### src/rtl/desc_batch_drain_pkg.sv
// desc_batch_drain_pkg: shared FSM states, batch default and FIFO count helper
//   BATCH_SIZE_DEF : default maximum number of descriptors per batch
//   state_t        : drain FSM states (IDLE, RUN, STALL)
//   cnt_next       : next occupancy of the two-entry output FIFO
package desc_batch_drain_pkg;
   localparam int BATCH_SIZE_DEF = 8;
   typedef enum logic [1:0] {IDLE, RUN, STALL} state_t;
   function automatic logic [1:0] cnt_next(logic [1:0] cnt, logic push, logic pop);
      return cnt + 2'(push) - 2'(pop);
   endfunction
endpackage

### src/rtl/desc_skid2.sv
// desc_skid2: two-entry order-preserving FIFO with registered head
//   clk, rst  : clock, synchronous active-high reset
//   push      : write push_data this cycle (never while full unless popping)
//   pop       : remove head this cycle (only while cnt != 0)
//   push_data : entry to write
//   cnt       : entries held, 0..2
//   head      : oldest entry, meaningful while cnt != 0
module desc_skid2 import desc_batch_drain_pkg::*; #(
   parameter int W = 65
) (
   input  logic         clk,
   input  logic         rst,
   input  logic         push,
   input  logic         pop,
   input  logic [W-1:0] push_data,
   output logic [1:0]   cnt,
   output logic [W-1:0] head
);
   logic [W-1:0] tail;
   always_ff @(posedge clk) begin
      if (rst) begin
         cnt  <= 2'd0;
         head <= '0;
         tail <= '0;
      end else begin
         cnt <= cnt_next(cnt, push, pop);
         // head refills from tail when two were held, else straight from the write
         if (pop && cnt == 2'd2) head <= tail;
         else if (push && (cnt == 2'd0 || pop)) head <= push_data;
         if (push && ((cnt == 2'd1 && !pop) || (cnt == 2'd2 && pop))) tail <= push_data;
      end
   end
endmodule

### src/rtl/desc_batch_drain.sv
// desc_batch_drain: drains a prefetching ring buffer into batches of descriptors
//   clk, rst   : clock, synchronous active-high reset
//   rb_rd_data : ring head entry, valid while the ring is non-empty
//   rb_rd_en   : pop the ring head this cycle
//   rb_occup   : ring occupancy, already net of this cycle's pop
//   out_data   : descriptor to downstream
//   out_valid  : out_data valid
//   out_ready  : downstream accepts
//   out_last   : final descriptor of the current batch
//   batch_cnt  : completed batches (accepted beats with out_last), wraps
module desc_batch_drain import desc_batch_drain_pkg::*; #(
   parameter int DWIDTH     = 64,
   parameter int AWIDTH     = 9,
   parameter int BATCH_SIZE = BATCH_SIZE_DEF
) (
   input  logic              clk,
   input  logic              rst,
   input  logic [DWIDTH-1:0] rb_rd_data,
   output logic              rb_rd_en,
   input  logic [AWIDTH-1:0] rb_occup,
   output logic [DWIDTH-1:0] out_data,
   output logic              out_valid,
   input  logic              out_ready,
   output logic              out_last,
   output logic [31:0]       batch_cnt
);
   logic [AWIDTH-1:0] occ_q;
   logic [7:0]        in_batch;
   logic [1:0]        fifo_cnt;
   logic [1:0]        cnt_nxt;
   logic [DWIDTH:0]   head;
   logic [31:0]       batch_q;
   logic              rd;
   logic              pop;
   logic              last_in;
   state_t            state;
   state_t            state_nxt;
   // read decision uses only registered occupancy, so no rb_occup->rb_rd_en path
   assign rd      = !rst && occ_q != '0 && fifo_cnt < 2'd2 && (state != IDLE || occ_q != '0);
   assign pop     = !rst && fifo_cnt != 2'd0 && out_ready;
   // close the batch at its size limit, or when this read empties the ring
   assign last_in = in_batch == 8'(BATCH_SIZE - 1) || rb_occup == '0;
   assign cnt_nxt = cnt_next(fifo_cnt, rd, pop);
   desc_skid2 #(.W(DWIDTH + 1)) u_skid (
      .clk       (clk),
      .rst       (rst),
      .push      (rd),
      .pop       (pop),
      .push_data ({last_in, rb_rd_data}),
      .cnt       (fifo_cnt),
      .head      (head)
   );
   always_comb begin
      state_nxt = state;
      case (state)
         IDLE:    state_nxt = occ_q != '0 ? RUN : IDLE;
         RUN:     state_nxt = cnt_nxt == 2'd2 ? STALL : (cnt_nxt == 2'd0 && occ_q == '0) ? IDLE : RUN;
         STALL:   state_nxt = pop ? RUN : STALL;
         default: state_nxt = IDLE;
      endcase
   end
   always_ff @(posedge clk) begin
      if (rst) begin
         state    <= IDLE;
         occ_q    <= '0;
         in_batch <= 8'd0;
         batch_q  <= 32'd0;
      end else begin
         state <= state_nxt;
         occ_q <= rb_occup;
         if (rd) in_batch <= last_in ? 8'd0 : in_batch + 8'd1;
         if (pop && head[DWIDTH]) batch_q <= batch_q + 32'd1;
      end
   end
   // outputs are forced quiet for as long as reset is held
   assign rb_rd_en  = rd;
   assign out_valid = !rst && fifo_cnt != 2'd0;
   assign out_data  = rst ? '0 : head[DWIDTH-1:0];
   assign out_last  = out_valid && head[DWIDTH];
   assign batch_cnt = rst ? 32'd0 : batch_q;
endmodule

### config.mk
export PLATFORM = sky130hd
export DESIGN_NAME = desc_batch_drain
export DESIGN_NICKNAME = d
export VERILOG_FILES = /design/src/rtl/desc_batch_drain_pkg.sv /design/src/rtl/desc_skid2.sv /design/src/rtl/desc_batch_drain.sv
export SDC_FILE = /design/constraint.sdc
export NUM_CORES = 1
export LEC_CHECK = 0
export CAP_MARGIN = 15
export CORE_UTILIZATION = 30
export CTS_CLUSTER_DIAMETER = 150
export DETAILED_ROUTE_END_ITERATION = 8
export PLACE_DENSITY = 0.5
export SLEW_MARGIN = 25
export SYNTH_ARGS = -nofsm -noshare
export SYNTH_HDL_FRONTEND = slang
export SYNTH_SLANG_ARGS = --single-unit
### constraint.sdc
create_clock -name clk -period 2 [get_ports clk]
set_input_delay 0.3 -clock clk [delete_from_list [all_inputs] [get_ports clk]]
set_output_delay 0.3 -clock clk [all_outputs]
set_load 0.02 [all_outputs]
==> flow_summary.html, run 1 <==
<table>
<tr><th>Metric</th><th>Value</th></tr>
<tr><th colspan="2">Clocking</th></tr>
<tr><td>Clk Latency, worst-skew pair</td><td>420 ps</td></tr>
<tr><td>Clk sink count</td><td>181</td></tr>
<tr><td>Number of buffers inserted for hold repair after clock tree synthesis</td><td>0</td></tr>
<tr><td>Clock Tree Root</td><td>sky130_fd_sc_hd__clkbuf_16</td></tr>
<tr><td>Inserted Clock Buffers</td><td>17</td></tr>
<tr><td>Clock tree from TritonCTS</td><td>yes</td></tr>
<tr><td>H-tree depth</td><td>4</td></tr>
<tr><td>Buffer depth of the longest clock path</td><td>2</td></tr>
<tr><td>Clock-pin slew reported for the worst setup and hold paths after clock tree synthesis</td><td>70 ps</td></tr>
<tr><th colspan="2">Pwr</th></tr>
<tr><td>Leakage Power</td><td>about 4.7 nW</td></tr>
<tr><td>Total power per unit cell area</td><td>about 1100 nW/um2</td></tr>
<tr><td>Maximum vdd drop</td><td>0.487 mV</td></tr>
<tr><th colspan="2">Worst hold path</th></tr>
<tr><td>Worst Hold Class</td><td>input pin to flip-flop</td></tr>
<tr><td>Number of cells on the worst hold path</td><td>3</td></tr>
<tr><th colspan="2">Detailed routing</th></tr>
<tr><td>Vias after detailed routing</td><td>approximately 6700</td></tr>
<tr><td>Iteration-0 DRC count of the detailed router</td><td>approximately 300</td></tr>
<tr><td>Antenna-violating nets left</td><td>0</td></tr>
<tr><td>Drt via density</td><td>about 4.6</td></tr>
<tr><td>Number of design rule violations left after detail routing</td><td>0</td></tr>
<tr><td>Drt pass-1 iters</td><td>4</td></tr>
<tr><td>Final Routed Wirelength</td><td>19.9 mm</td></tr>
<tr><td>Average wire per cell in the routed design</td><td>roughly 13 um</td></tr>
<tr><th colspan="2">Placement</th></tr>
<tr><td>Global placer's final weighted congestion</td><td>0.764</td></tr>
<tr><td>Estimated wirelength of the detail-placed design</td><td>roughly 13 mm</td></tr>
<tr><td>Dpl cell area</td><td>between 10000 and 15000 um2</td></tr>
<tr><td>Count of input and output buffers</td><td>174</td></tr>
<tr><td>Post-placement worst setup slack</td><td>-69.0 ps</td></tr>
<tr><th colspan="2">Layout</th></tr>
<tr><td>Seq. cell area</td><td>3620 um2</td></tr>
<tr><td>Number of nets at the end of the flow</td><td>1204</td></tr>
<tr><td>Highest-count cells in the layout ignoring fill and taps</td><td>180 x sky130_fd_sc_hd__dfxtp_1, 156 x sky130_fd_sc_hd__clkdlybuf4s50_1, 147 x sky130_fd_sc_hd__nand2_1</td></tr>
<tr><td>Final design instance area without fill</td><td>roughly 11000 um2</td></tr>
<tr><td>Diodes inserted</td><td>0</td></tr>
<tr><td>Synthesis-to-finish area growth</td><td>38.0%</td></tr>
<tr><td>Most common cell after layout, fill and taps aside</td><td>sky130_fd_sc_hd__dfxtp_1</td></tr>
<tr><td>Layout cells sized above 1</td><td>9.06%</td></tr>
<tr><td>Area occupied by multi-input gates</td><td>roughly 4000 um2</td></tr>
<tr><td>Filler cell count</td><td>2625</td></tr>
<tr><th colspan="2">Worst setup path</th></tr>
<tr><td>Ordered list of cells on the worst path</td><td>nor4_4 &gt; nand3_2 &gt; nand2b_1 &gt; nor2_1 &gt; clkdlybuf4s15_2</td></tr>
<tr><td>R2r setup slk</td><td>roughly 170 ps</td></tr>
<tr><td>Max stage delay on crit path</td><td>roughly 330 ps</td></tr>
<tr><td>Critical Path Start Type</td><td>flip-flop</td></tr>
<tr><td>Slowest stage cell on the critical path</td><td>sky130_fd_sc_hd__dfxtp_1</td></tr>
<tr><td>WP data arrival</td><td>1640 ps</td></tr>
<tr><td>Largest fanout on the critical path</td><td>2</td></tr>
<tr><td>Depth of the critical timing path with buffers and inverters included</td><td>5</td></tr>
<tr><td>Worst Setup End Kind</td><td>output pin</td></tr>
<tr><td>Worst path required time</td><td>1700 ps</td></tr>
<tr><td>Crit path buf inv count</td><td>1</td></tr>
<tr><td>R2R depth</td><td>7</td></tr>
<tr><td>Critical path class</td><td>flip-flop to output pin</td></tr>
<tr><td>Family with the most delay on the worst path</td><td>simple AND/OR/NAND/NOR gates</td></tr>
<tr><th colspan="2">STA</th></tr>
<tr><td>PnR worst setup slack</td><td>60.2 ps</td></tr>
<tr><td>Fmax</td><td>516 MHz</td></tr>
<tr><td>Slew Viols, Final</td><td>0</td></tr>
<tr><td>RSZ-0062 raised after global routing</td><td>true</td></tr>
<tr><td>Skew final</td><td>12.5 ps</td></tr>
<tr><td>Setup violations, final</td><td>0</td></tr>
<tr><td>Clock period minus final worst setup slack</td><td>1940 ps</td></tr>
<tr><td>Slew HR</td><td>44.3%</td></tr>
<tr><td>Final-report hold violation count</td><td>0</td></tr>
<tr><td>Final Cycle Share</td><td>97.0%</td></tr>
<tr><td>Setup Total Neg Slack</td><td>0 ps</td></tr>
<tr><td>Tightest Pin Transition</td><td>835 ps</td></tr>
<tr><th colspan="2">Yosys</th></tr>
<tr><td>Total of warnings raised by yosys</td><td>0</td></tr>
<tr><td>Library cells used by synthesis</td><td>41</td></tr>
<tr><td>Mean Syn Cell Area</td><td>roughly 8.4 um2</td></tr>
<tr><td>Synth Instances</td><td>949</td></tr>
<tr><td>Cell area after synthesis</td><td>between 7000 and 8000 um2</td></tr>
<tr><td>Net count of the mapped netlist</td><td>between 1000 and 1500</td></tr>
<tr><td>#FFs+latches synth</td><td>181</td></tr>
<tr><td>Proportion of synthesized chip area in sequential cells</td><td>45.4%</td></tr>
<tr><th colspan="2">GRT</th></tr>
<tr><td>Pin count of the biggest net entering global routing</td><td>70</td></tr>
<tr><td>Number of antenna violations at the first check in global routing</td><td>0</td></tr>
<tr><td>Vias in the first global route</td><td>around 6300</td></tr>
<tr><td>GR Overflow Total</td><td>0</td></tr>
<tr><td>Combined global-route utilization of all metal layers</td><td>15.0%</td></tr>
<tr><td>First-pass GRT wire length</td><td>roughly 32 mm</td></tr>
<tr><th colspan="2">Floorplanning</th></tr>
<tr><td>Height of the die</td><td>165 um</td></tr>
<tr><td>CORE AREA</td><td>~26000 um2</td></tr>
<tr><td>Area of the die</td><td>between 20000 and 30000 um2</td></tr>
<tr><td>Effective utilization at floorplan</td><td>30.6%</td></tr>
<tr><td>Floorplan row count</td><td>59</td></tr>
<tr><td>Horizontal die dimension</td><td>165 um</td></tr>
<tr><td>I/O pins</td><td>~180</td></tr>
<tr><th colspan="2">Flow run</th></tr>
<tr><td>Max-capacitance violation count</td><td>0</td></tr>
<tr><th colspan="2">Outcome</th></tr>
<tr><td>Status</td><td>finished clean</td></tr>
</table>
==> registers in the layout, indices dropped and copies added (netlist names) <==
name / count
in_batch: 8
u_skid.tail: 65
occ_q: 9
u_skid.cnt: 2
u_skid.head: 65
batch_q: 32
==> synthesized netlist by cell type, drive strengths merged <==
cell     instances  area share (%)
dfxtp          181              45
nand2          147             6.9
nor2           112             5.4
nor2b          101             7.9
o21ai           71             4.5
a211oi          65             6.1
mux2i           65             8.2
clkbuf          48             2.3
nand3           24             1.6
buf             20             1.2
nand4           16             1.4
xor2            15             1.6
xnor2           12             1.3
inv             11            0.52
a21oi            8            0.50
nor3             6            0.38
or3              6            0.47
and3             5            0.39
nor4             5            0.66
a31oi            4            0.31
and2             4            0.31
and4             4            0.44
ha               4            0.63
o31ai            3            0.28
mux2             2            0.28
nand2b           2            0.16
or4              2            0.19
a22o             1            0.11
nor4b            1            0.19
o2111ai          1            0.11
o211ai           1           0.094
or2              1           0.078
or3b             1            0.11
==> worst reg2reg max path, cell delays in order, from the launching register on <==
cell and delay (ps):
sky130_fd_sc_hd__dfxtp_1 330, sky130_fd_sc_hd__nor4_4 300, sky130_fd_sc_hd__nand3_2 130, sky130_fd_sc_hd__buf_4 150, sky130_fd_sc_hd__buf_4 120, sky130_fd_sc_hd__a22o_4 290, sky130_fd_sc_hd__buf_4 210, sky130_fd_sc_hd__a211oi_1 210
==> metal layers <==
layer	up-vias	GRT usage, %	share of wire [%]
met5	-	0	0
met4	0	3.63	0.65
met3	6	4.17	5.3
met2	119	23.9	46
met1	3055	20.0	48
li1	3569	-	-
==> cell families (layout without fill, tap and decap cells) <==
kind of cell	count (synthesis)	after routing	share of synthesized area, %
compound gates	154	154	12.0
xor+xnor	27	27	2.96
fa+ha+maj	4	4	0.627
buf+inv	79	267	3.97
flops	181	181	45.4
mux	67	67	8.44
simple gates	437	437	26.6
==> path summary, 6_finish.rpt <==
path | startpoint | to
hold reg to reg | u_skid.tail[3] | u_skid.tail[3]
hold / removal | rst | batch_q[10]
setup reg to reg | occ_q[4] | u_skid.head[32]
setup / recovery | occ_q[4] | rb_rd_en
==> final cells by class <==
type / instances / share of cell area [%]
multi-input cells: 689 / 37.1
flip-flops and latches: 181 / 32.9
repair buffers: 224 / 20.8
clock buffers: 19 / 4.02
well taps: 335 / 3.81
clock inverters: 13 / 1.06
inverters: 11 / 0.375
==> stage by stage <==
stage	total power, mW	hold slack [ps]	std cells	utilization [%]
2_1_floorplan	7.00	409	949	-
3_5_place_dp	8.55	441	1439	39.9
3_3_place_gp	8.52	434	1439	39.9
4_1_cts	11.8	319	1471	42.0
6_report	11.6	332	1472	42.3
5_1_grt	12.4	326	1472	42.3
==> power by group <==
| part | switching [mW] | leakage, nW | internal, mW |
|---|---|---|---|
| sequential | 0.346 | 1.48 | 4.32 |
| combinational | 1.99 | 2.94 | 1.76 |
| clock | 1.54 | 0.268 | 1.67 |
==> what timing repair did <==
action                                  4_1_cts  5_1_grt
resized for setup                             7       18
setup buffers                                 0        1
endpoints found under the setup margin        4       15
pin swaps                                     0        1
Power figures use the tool's default switching activity.
==> run 2, diff against run 1 <==
--- a/config.mk
+++ b/config.mk
@@ -6,10 +6,10 @@
 export NUM_CORES = 1
 export LEC_CHECK = 0
 export CAP_MARGIN = 15
-export CORE_UTILIZATION = 30
+export CORE_UTILIZATION = 51
 export CTS_CLUSTER_DIAMETER = 150
 export DETAILED_ROUTE_END_ITERATION = 8
-export PLACE_DENSITY = 0.5
+export PLACE_DENSITY = 0.78
 export SLEW_MARGIN = 25
 export SYNTH_ARGS = -nofsm -noshare
 export SYNTH_HDL_FRONTEND = slang
==> run 2 against run 1 <==
Net effect: via count rose by 1.8%; first-iteration DRC count fell by 16%; critical path depth did not move; wire length fell by 11%.
==> flow_summary.html, run 2 (same netlist as run 1, synthesis figures left out) <==
<table>
<tr><th>Metric</th><th>Value</th></tr>
<tr><th colspan="2">Worst setup path</th></tr>
<tr><td>Depth of the critical timing path with buffers and inverters included</td><td>5</td></tr>
<tr><td>R2r setup slk</td><td>roughly 140 ps</td></tr>
<tr><td>Ordered list of cells on the worst path</td><td>nor4_4 &gt; nand3_1 &gt; nand2b_1 &gt; nor2_1 &gt; clkdlybuf4s15_2</td></tr>
<tr><td>RR Startpoint</td><td>occ_q[7]</td></tr>
<tr><td>Worst path required time</td><td>1700 ps</td></tr>
<tr><td>Critical path class</td><td>flip-flop to output pin</td></tr>
<tr><td>R2R depth</td><td>5</td></tr>
<tr><td>Worst Setup End Kind</td><td>output pin</td></tr>
<tr><td>FF-to-FF End</td><td>in_batch[2]</td></tr>
<tr><td>Slowest stage cell on the critical path</td><td>sky130_fd_sc_hd__dfxtp_1</td></tr>
<tr><td>Largest fanout on the critical path</td><td>2</td></tr>
<tr><td>Crit path buf inv count</td><td>1</td></tr>
<tr><td>Max stage delay on crit path</td><td>320 ps</td></tr>
<tr><td>Worst Setup EP</td><td>rb_rd_en</td></tr>
<tr><td>Launch point of the critical path</td><td>occ_q[8]</td></tr>
<tr><td>Family with the most delay on the worst path</td><td>simple AND/OR/NAND/NOR gates</td></tr>
<tr><td>Critical Path Start Type</td><td>flip-flop</td></tr>
<tr><td>WP data arrival</td><td>1650 ps</td></tr>
<tr><th colspan="2">Clocking</th></tr>
<tr><td>Clock Tree Root</td><td>sky130_fd_sc_hd__clkbuf_16</td></tr>
<tr><td>Clk sink count</td><td>181</td></tr>
<tr><td>H-tree depth</td><td>4</td></tr>
<tr><td>Clock tree from TritonCTS</td><td>yes</td></tr>
<tr><td>Number of buffers inserted for hold repair after clock tree synthesis</td><td>0</td></tr>
<tr><td>Clk Latency, worst-skew pair</td><td>420 ps</td></tr>
<tr><td>Buffer depth of the longest clock path</td><td>2</td></tr>
<tr><td>Clock-pin slew reported for the worst setup and hold paths after clock tree synthesis</td><td>60 ps</td></tr>
<tr><td>Inserted Clock Buffers</td><td>17</td></tr>
<tr><td>Buffers inserted by post-CTS timing repair</td><td>0</td></tr>
<tr><th colspan="2">STA</th></tr>
<tr><td>Final-report hold violation count</td><td>0</td></tr>
<tr><td>RSZ-0062 raised after global routing</td><td>true</td></tr>
<tr><td>Setup Total Neg Slack</td><td>0 ps</td></tr>
<tr><td>Slew HR</td><td>48.7%</td></tr>
<tr><td>Final Cycle Share</td><td>between 90% and 100%</td></tr>
<tr><td>Tightest Pin Transition</td><td>769 ps</td></tr>
<tr><td>Skew final</td><td>between 5 and 6 ps</td></tr>
<tr><td>PnR worst setup slack</td><td>48.6 ps</td></tr>
<tr><td>Clock period minus final worst setup slack</td><td>1950 ps</td></tr>
<tr><td>Setup violations, final</td><td>0</td></tr>
<tr><td>Slew Viols, Final</td><td>0</td></tr>
<tr><td>Fmax</td><td>512 MHz</td></tr>
<tr><th colspan="2">Floorplanning</th></tr>
<tr><td>Effective utilization at floorplan</td><td>52.3%</td></tr>
<tr><td>I/O pins</td><td>~180</td></tr>
<tr><td>Height of the die</td><td>127 um</td></tr>
<tr><td>CORE AREA</td><td>15300 um2</td></tr>
<tr><td>Horizontal die dimension</td><td>127 um</td></tr>
<tr><td>Area of the die</td><td>16100 um2</td></tr>
<tr><td>Floorplan row count</td><td>45</td></tr>
<tr><th colspan="2">Detailed routing</th></tr>
<tr><td>Average wire per cell in the routed design</td><td>13.2 um</td></tr>
<tr><td>Drt pass-1 iters</td><td>4</td></tr>
<tr><td>Vias after detailed routing</td><td>6871</td></tr>
<tr><td>Drt via density</td><td>between 5 and 6</td></tr>
<tr><td>Iteration-0 DRC count of the detailed router</td><td>between 200 and 300</td></tr>
<tr><td>Number of design rule violations left after detail routing</td><td>0</td></tr>
<tr><td>Final Routed Wirelength</td><td>around 18 mm</td></tr>
<tr><td>Antenna-violating nets left</td><td>0</td></tr>
<tr><th colspan="2">Layout</th></tr>
<tr><td>Most common cell after layout, fill and taps aside</td><td>sky130_fd_sc_hd__dfxtp_1</td></tr>
<tr><td>Synthesis-to-finish area growth</td><td>37.4%</td></tr>
<tr><td>Filler cell count</td><td>around 1200</td></tr>
<tr><td>Final design instance area without fill</td><td>between 10000 and 15000 um2</td></tr>
<tr><td>Layout cells sized above 1</td><td>8.90%</td></tr>
<tr><td>End-of-flow core utilization</td><td>71.8%</td></tr>
<tr><td>Number of nets at the end of the flow</td><td>around 1200</td></tr>
<tr><td>Highest-count cells in the layout ignoring fill and taps</td><td>178 x sky130_fd_sc_hd__dfxtp_1, 162 x sky130_fd_sc_hd__clkdlybuf4s50_1, 147 x sky130_fd_sc_hd__nand2_1</td></tr>
<tr><td>Area occupied by multi-input gates</td><td>just over 4000 um2</td></tr>
<tr><td>Seq. cell area</td><td>~3600 um2</td></tr>
<tr><td>Diodes inserted</td><td>0</td></tr>
<tr><td>Biggest regs</td><td>u_skid.head (65), u_skid.tail (65), batch_q (32)</td></tr>
<tr><th colspan="2">GRT</th></tr>
<tr><td>GR Overflow Total</td><td>0</td></tr>
<tr><td>First-pass GRT wire length</td><td>~30 mm</td></tr>
<tr><td>Number of antenna violations at the first check in global routing</td><td>0</td></tr>
<tr><td>Vias in the first global route</td><td>~6400</td></tr>
<tr><td>Combined global-route utilization of all metal layers</td><td>22.8%</td></tr>
<tr><td>Pin count of the biggest net entering global routing</td><td>70</td></tr>
<tr><th colspan="2">Placement</th></tr>
<tr><td>Estimated wirelength of the detail-placed design</td><td>12.1 mm</td></tr>
<tr><td>Global placer's final weighted congestion</td><td>0.798</td></tr>
<tr><td>Dpl cell area</td><td>about 10000 um2</td></tr>
<tr><td>Post-placement worst setup slack</td><td>-69.0 ps</td></tr>
<tr><td>Count of input and output buffers</td><td>around 170</td></tr>
<tr><th colspan="2">Pwr</th></tr>
<tr><td>Total Power</td><td>12.0 mW</td></tr>
<tr><td>Leakage Power</td><td>approximately 4.6 nW</td></tr>
<tr><td>Total power per unit cell area</td><td>1100 nW/um2</td></tr>
<tr><td>Maximum vdd drop</td><td>0.719 mV</td></tr>
<tr><th colspan="2">Flow run</th></tr>
<tr><td>Max-capacitance violation count</td><td>0</td></tr>
<tr><th colspan="2">Outcome</th></tr>
<tr><td>Status</td><td>finished clean</td></tr>
<tr><th colspan="2">Worst hold path</th></tr>
<tr><td>Worst Hold Class</td><td>input pin to flip-flop</td></tr>
</table>
[run 2: what timing repair did]
action,in CTS,in global routing
hold endpoints to repair,0,0
resized for setup,7,12
setup endpoints to repair,4,11
pin swaps,1,0
[run 2: metal layers]
layer  track usage [%]  vias up  share of wire, %
li1                  -     3563                 -
met1              29.1     3124                46
met2              37.1      151                46
met3              5.36       33               4.6
met4              9.59        0               2.6
met5                 0        -                 0
[run 2: power breakdown]
part	total [mW]	internal (mW)	switching, mW
clock	3.69	2.32	1.37
sequential	4.67	4.33	0.342
combinational	3.65	1.69	1.96
[run 2: final cells by class]
cell class,count,area share (%)
Clock buffer,20,4.26
Clock inverter,12,1.83
Inverter,11,0.377
Multi-Input combinational cell,689,37.1
Sequential cell,181,33.1
Tap cell,211,2.41
Timing Repair Buffer,222,20.9
[run 2: worst min-delay path by stage]
| stage | start | cells past startpoint | endpoint | slack (ps) |
|---|---|---|---|---|
| finish | rst | 2 | batch_q[1] | 180 |
| global route | rst | 2 | batch_q[1] | 180 |
| CTS | rst | 2 | batch_q[1] | 160 |
| detailed placement | u_skid.tail[53] | 2 | u_skid.tail[53] | 440 |
| global placement | u_skid.tail[53] | 2 | u_skid.tail[53] | 430 |
| floorplan | rb_rd_data[10] | 2 | u_skid.tail[10] | 410 |
[run 2: stage by stage]
step / hold WS [ps] / instances
final: 183 / 1346
after global placement: 434 / 1314
after global routing: 177 / 1346
after CTS: 165 / 1346
after floorplan: 409 / 949
after detailed placement: 440 / 1314
[run 2: worst register-to-register path: stages (launching register included)]
cell and delay [ps]:
sky130_fd_sc_hd__dfxtp_1 350, sky130_fd_sc_hd__nor4_4 60, sky130_fd_sc_hd__a31oi_1 410, sky130_fd_sc_hd__nand3_1 290, sky130_fd_sc_hd__or3b_2 530, sky130_fd_sc_hd__a21oi_1 140
